[src/rtl/gen_pkg.sv]
`default_nettype none
// ============================================================================
// Module      : gen_pkg
// Description : Shared state encoding and index-width helper for gen_deser.
// Revision    : 1.0 - initial release
// ============================================================================
package gen_pkg;

  // Controller states: assembling a word, or presenting a finished word.
  typedef enum logic [0:0] {
    COLLECT = 1'b0,
    HOLD    = 1'b1
  } state_t;

  // Width of the lane index for a word of 'bits' lanes; never below 1 bit.
  function automatic int idx_width(input int bits);
    return (bits <= 2) ? 1 : $clog2(bits);
  endfunction

endpackage
`default_nettype wire

[src/rtl/gen_lane.sv]
`default_nettype none
// ============================================================================
// Module      : gen_lane
// Description : One bit of lane storage with write enable and sync reset.
// Revision    : 1.0 - initial release
// ============================================================================
module gen_lane (
  input  logic clk,
  input  logic reset,
  input  logic we,
  input  logic d,
  output logic q
);

  // Capture d when this lane is addressed; otherwise hold.
  always_ff @(posedge clk) begin
    if (reset) begin
      q <= 1'b0;
    end else if (we) begin
      q <= d;
    end
  end

endmodule
`default_nettype wire

[src/rtl/gen_deser.sv]
`default_nettype none
// ============================================================================
// Module      : gen_deser
// Description : Serial-to-parallel deserializer, LSB first, valid/ready on
//               both sides, zero-bubble handover from HOLD back to COLLECT.
// Revision    : 1.0 - initial release
// ============================================================================
module gen_deser
  import gen_pkg::*;
#(
  parameter int BITS = 4
) (
  input  logic            clk,
  input  logic            reset,
  input  logic            in_valid,
  input  logic            in_bit,
  output logic            in_ready,
  output logic            out_valid,
  output logic [BITS-1:0] out_data,
  input  logic            out_ready
);

  localparam int            IW       = idx_width(BITS);
  localparam logic [IW-1:0] LAST_IDX = IW'(BITS - 1);

  state_t          state;
  state_t          state_nxt;
  logic [IW-1:0]   idx;
  logic [IW-1:0]   idx_nxt;
  logic            in_xfer;
  logic [BITS-1:0] lane_we;
  logic [BITS-1:0] lane_q;

  // State and lane index register.
  always_ff @(posedge clk) begin
    if (reset) begin
      state <= COLLECT;
      idx   <= '0;
    end else begin
      state <= state_nxt;
      idx   <= idx_nxt;
    end
  end

  // Next-state, index update and handshake outputs.
  always_comb begin
    state_nxt = state;
    idx_nxt   = idx;
    in_ready  = 1'b1;
    out_valid = 1'b0;
    case (state)
      COLLECT: begin
        if (in_valid) begin
          if (idx == LAST_IDX) begin
            idx_nxt   = '0;
            state_nxt = HOLD;
          end else begin
            idx_nxt = idx + 1'b1;
          end
        end
      end
      HOLD: begin
        out_valid = 1'b1;
        // A new bit may only enter while the held word leaves.
        in_ready  = out_ready;
        if (out_ready) begin
          state_nxt = COLLECT;
          idx_nxt   = in_valid ? IW'(1) : '0;
        end
      end
      default: begin
        state_nxt = COLLECT;
        idx_nxt   = '0;
      end
    endcase
  end

  assign in_xfer  = in_valid && in_ready;
  assign out_data = lane_q;

  // Lane storage; idx is 0 throughout HOLD, so a handover transfer lands in lane 0.
  generate
    for (genvar i = 0; i < BITS; i++) begin : g_lane
      assign lane_we[i] = in_xfer && (idx == IW'(i));
      gen_lane u_lane (
        .clk   (clk),
        .reset (reset),
        .we    (lane_we[i]),
        .d     (in_bit),
        .q     (lane_q[i])
      );
    end
  endgenerate

  logic            stall_q;
  logic [BITS-1:0] data_q;

  // Remember whether the previous cycle stalled a presented word, and its data.
  always_ff @(posedge clk) begin
    stall_q <= !reset && out_valid && !out_ready;
    data_q  <= out_data;
  end

  // Structural invariants, checked on cycle values sampled at each edge.
  always_ff @(posedge clk) begin
    if (!reset) begin
      assert (!out_valid || state == HOLD);
      assert (32'(idx) < BITS);
      assert (!stall_q || out_data == data_q);
    end
  end

endmodule
`default_nettype wire
[config.mk]
export PLATFORM = sky130hd
export DESIGN_NAME = gen_deser
export DESIGN_NICKNAME = d
export VERILOG_FILES = /design/src/rtl/gen_pkg.sv /design/src/rtl/gen_lane.sv /design/src/rtl/gen_deser.sv
export SDC_FILE = /design/constraint.sdc
export NUM_CORES = 1
export LEC_CHECK = 0
export ABC_AREA = 1
export CAP_MARGIN = 20
export CORE_AREA = 2 2 39 41
export CTS_CLUSTER_SIZE = 25
export DETAILED_ROUTE_END_ITERATION = 6
export DIE_AREA = 0 0 41 43
export GPL_TIMING_DRIVEN = 0
export PLACE_DENSITY_LB_ADDON = 0.15
export REMOVE_ABC_BUFFERS = 1
export SLEW_MARGIN = 20
export SYNTH_ARGS = -nofsm -noshare
export SYNTH_HDL_FRONTEND = slang
export SYNTH_SLANG_ARGS = --single-unit
[constraint.sdc]
create_clock -name clk -period 1.2 [get_ports clk]
set_input_delay 0.12 -clock clk [delete_from_list [all_inputs] [get_ports clk]]
set_output_delay 0.12 -clock clk [all_outputs]
set_load 0.03 [all_outputs]
Word-level counts from Yosys, hierarchy flattened:

Cells that the tools add are included.
W data, S select, Z words.

* equality and inequality tests: 5
* reduce and logical (&&, ||, !) cells: 7
* bitwise logic cells: 1
* muxes and demuxes: 11
* add/sub/neg operators: 1

Operators with widths (number)
* $mux W1: 6
* $mux W2: 3
* $logic_and A1 B1 Y1: 5
* $eq A2 B2 Y1 const B: 2
* $ne A2 B2 Y1 const B: 2
* $pmux W2 S2: 1
* $add A2 B1 Y2 const B: 1
* $eq A2 B1 Y1 const B: 1
* $logic_not A2 Y1: 1
* $pmux W1 S2: 1
* $reduce_and A2 Y1: 1
* $not A1 Y1: 1

* bits of input ports: 5
* logic and storage cells: 31
* register bits after elaboration: 7
* output and inout bits: 6

Logic depth before layout (Yosys ltp):

* depth after elaboration: 4
* depth in mapped cells: 7

Cells and area by module:

A second synthesis with hierarchy kept.

* cell total of the unflattened synthesis: 60
* area total of the unflattened synthesis: 400.4 µm²

Modules (own cells, without submodules)
* gen_deser: seq. area each 60.1 µm², instances 1, cells each 32, area an instance 220.2 µm²
* gen_lane: seq. area each 20.0 µm², instances 4, cells each 7, area an instance 45.0 µm²

Least setup slack after synthesis:

No wires, ideal clock.

* path kind: reg2reg
* start point: register state
* end point: register g_lane[3].u_lane.q
* path slack: 0.109 ns
* data required time: 1.085 ns
* setup time: 0.115 ns
* buffers on the path: 1
* cell stages (with the launch flop): 5
* data arrival time: 0.976 ns
* cells stage by stage: dfxtp_1 nand2_2 buf_6 a21oi_1 nor2_1

* longest elaborated chain between the ends: 3

RTL lines
* start: declaration: line gen_deser.sv:26 `state_t state;`
* start signal: assignment: line gen_deser.sv:40 `state <= state_nxt;`
* $mux W1: line gen_deser.sv:51 `case (state)`
* via in_ready: line gen_deser.sv:17 `output logic in_ready,`
* $logic_and A1 B1 Y1: line gen_deser.sv:78 `assign in_xfer = in_valid && in_ready;`
* $logic_and A1 B1 Y1: line gen_deser.sv:84 `assign lane_we[i] = in_xfer && (idx == IW'(i));`
* end signal: assignment: line gen_lane.sv:18 `q <= 1'b0;`
* end signal: assignment: line gen_lane.sv:20 `q <= d;`
* end: declaration: line gen_lane.sv:12 `output logic q`

The timed path passes the listed nets, and every way through them passes these cells.
A chain may end at the register's enable or synchronous reset.

Final worst setup path:

* start point: register state
* end point: output port out_valid

* longest elaborated chain between the ends: 1

RTL lines
* $mux W1: line gen_deser.sv:51
* end: declaration: line gen_deser.sv:18 `output logic out_valid,`

No other way between the ends.

==> results.json <==
{
  "cp_slowest_cell": "dfxtp_1",
  "required_ns": 1.08,
  "clk_pin_slew_worst_paths_ns": 0.06,
  "synthDistinctLibCells": 12,
  "cts_root_buf": "clkbuf_4",
  "switching_share": 0.285,
  "grt_max_degree": 12,
  "pwr-share-seq": 0.436,
  "hold_violations": 0,
  "critical_path_cell_count": 1,
  "cp_cell_sequence": "clkdlybuf4s15_1",
  "drc_errors": 0,
  "period_share": 0.995,
  "crit_arrival_ns": 1.07,
  "timing.fmax_ghz": 0.837,
  "finClkSkew_ns": 0.00585,
  "async_flop_share": 0,
  "insertedDiodeCount": 0,
  "dp.cells": 82,
  "fin_hold_ws_ns": 0.442,
  "end_kind": "primary output",
  "drive_gt1_frac": 0.100,
  "synthTopCellsByArea": "dfxtp_1 (32%), ha_1 (11%), inv_1 (11%)",
  "yosysTopAreaCell": "dfxtp_1",
  "total_power_mw": 0.581,
  "cp_max_fo": 4,
  "power_density_nw_per_um2": 1080,
  "clock_latency_ns": 0.26,
  "rsz0062_at_grt": "yes",
  "htree_levels": 1,
  "yosysSeqAreaShare": 0.316,
  "rows": 14,
  "pwr-share-comb": 0.171,
  "routedWlPerCell_um": 8.47,
  "die_w_um": 41,
  "rr_worst_depth": 4,
  "power_leakage_nw": 0.282,
  "firstDrtPassIters": 3,
  "status": "finished clean",
  "ys_seq_elements": 7,
  "floorplan.initialDensity": 0.320,
  "hpwl_um": 549,
  "viasPerCell": 4.28,
  "grt_pass1_wl_um": 1250,
  "die_y_um": 43,
  "cp_top_family": "flip-flops",
  "cp-start-kind": "flop",
  "areaGrowthSynthToFinish_pct": 21.5,
  "synth-edff-count": 0,
  "synthCells": 62,
  "grt_use_met1": 0.149,
  "wirelength_um": 728,
  "core_um2": 1380,
  "layout.nets": 80,
  "via_count": 368,
  "p_int_mw": 0.415,
  "ios": 11,
  "ant_nets": 0,
  "use_met2": 0.122,
  "slew_headroom": 0.757,
  "nFillCells": 154,
  "regArea_um2": 140,
  "netlist_area_um2": 443,
  "whs_path_depth": 2,
  "cts.path.max_buffers": 2,
  "routabilityCongestion": 0.615,
  "busiest_layer": "met1",
  "clkPwrFrac": 0.393,
  "drt-initial-drc-count": 1,
  "cp_slowest_stage_delay_ns": 0.41,
  "cts.sinks": 7,
  "dieArea_um2": 1760,
  "setup_viol": 0,
  "post-route-util": 0.389,
  "maxCapViolCount": 0,
  "antenna_found_initial": 0,
  "synth.avg_cell_area_um2": 7.14,
  "critical_path_class": "flop to primary output",
  "tightest_slew_ns": 0.364,
  "cts_made_buffers": 3,
  "drv_slew": 0,
  "gr-usage-all-layers": 0.110,
  "overflow": 0,
  "grt_pass1_vias": 311,
  "hold_class": "primary input to flop",
  "finalCriticalPeriod_ns": 1.19,
  "cts_setup_buffers": 0,
  "synth_common_cells": "inv_1 (13), nand2_1 (12), dfxtp_1 (7), nand3_1 (6), buf_4 (5)",
  "numPortBuffers": 10,
  "switchingPower_mw": 0.166,
  "synth-main-ff-cell": "dfxtp_1",
  "instances_no_fill": 86,
  "yosysMostFrequentCell": "inv_1",
  "yosysWarnings": 0,
  "cts_tree": "done",
  "multiInputGateArea_um2": 210,
  "peakVddDrop_mv": 0.396,
  "critical_path_buf_inv_count": 1,
  "yosysTopAreaCellShare": 0.316,
  "use_met3": 0.0471
}
[metrics by stage]
stage / setup WS, ns / cell area (µm²) / setup TNS (ns)
2_1_floorplan: 0.0202 / 394 / 0
3_3_place_gp: -0.459 / 514 / -0.561
3_5_place_dp: -0.461 / 514 / -0.565
4_1_cts: 0.0115 / 529 / 0
5_1_grt: -0.0212 / 538 / -0.0212
6_report: 0.00562 / 538 / 0
[sequential cells by signal, summed over array words and instances, names as in the netlist]
signal,count
g_lane.u_lane.q,4
idx,2
state,1
[layout make-up]
type	instances	area share
clock buffers	4	0.0488
inverters	13	0.0907
multi-input cells	36	0.391
flip-flops and latches	7	0.260
well taps	16	0.0372
repair buffers	10	0.172
[final timing paths]
kind	start	end	slack, ns
worst max-delay path	state	out_valid	0.006
worst min register to register	g_lane[3].u_lane.q	g_lane[3].u_lane.q	0.49
worst min-delay path	reset	idx[0]	0.44
worst max register to register	idx[0]	idx[1]	0.17
[kinds of logic after synthesis]
logic type	count (synthesis)	synth area share
compound gates	4	0.0452
simple gates	28	0.305
buf+inv	19	0.220
fa+ha+maj	4	0.113
flops	7	0.316
[cells in the final DEF, fill, tap and decap left out]
cell	instances
nand3_2	2
nand3_1	6
clkbuf_4	4
inv_1	13
ha_1	4
nand2_1	12
nand4_1	3
clkbuf_1	1
nor2_1	4
dlygate4sd2_1	4
nand2_4	1
clkdlybuf4s50_1	4
a21oi_1	4
dfxtp_1	7
clkdlybuf4s15_1	1
[what timing repair did]
| item | CTS | global route |
|---|---|---|
| hold buffers | 0 | 0 |
| gates cloned | 0 | 0 |
| gates resized for setup | 10 | 3 |
| setup endpoints to repair | 6 | 2 |
[routing by layer]
layer | up-vias | wire (µm)
li1 | 205 | -
met5 | - | 0
met2 | 9 | 318
met1 | 152 | 362
met4 | 0 | 15
met3 | 2 | 31
[power groups by stage]
stage	registers, mW	logic (mW)	clock network (mW)
after floorplan	0.272	0.0501	0
after global placement	0.259	0.104	0
after detailed placement	0.259	0.105	0
after CTS	0.253	0.100	0.231
after global routing	0.255	0.113	0.246
final	0.253	0.0996	0.228
No activity file was read; power rests on OpenSTA's default activity.
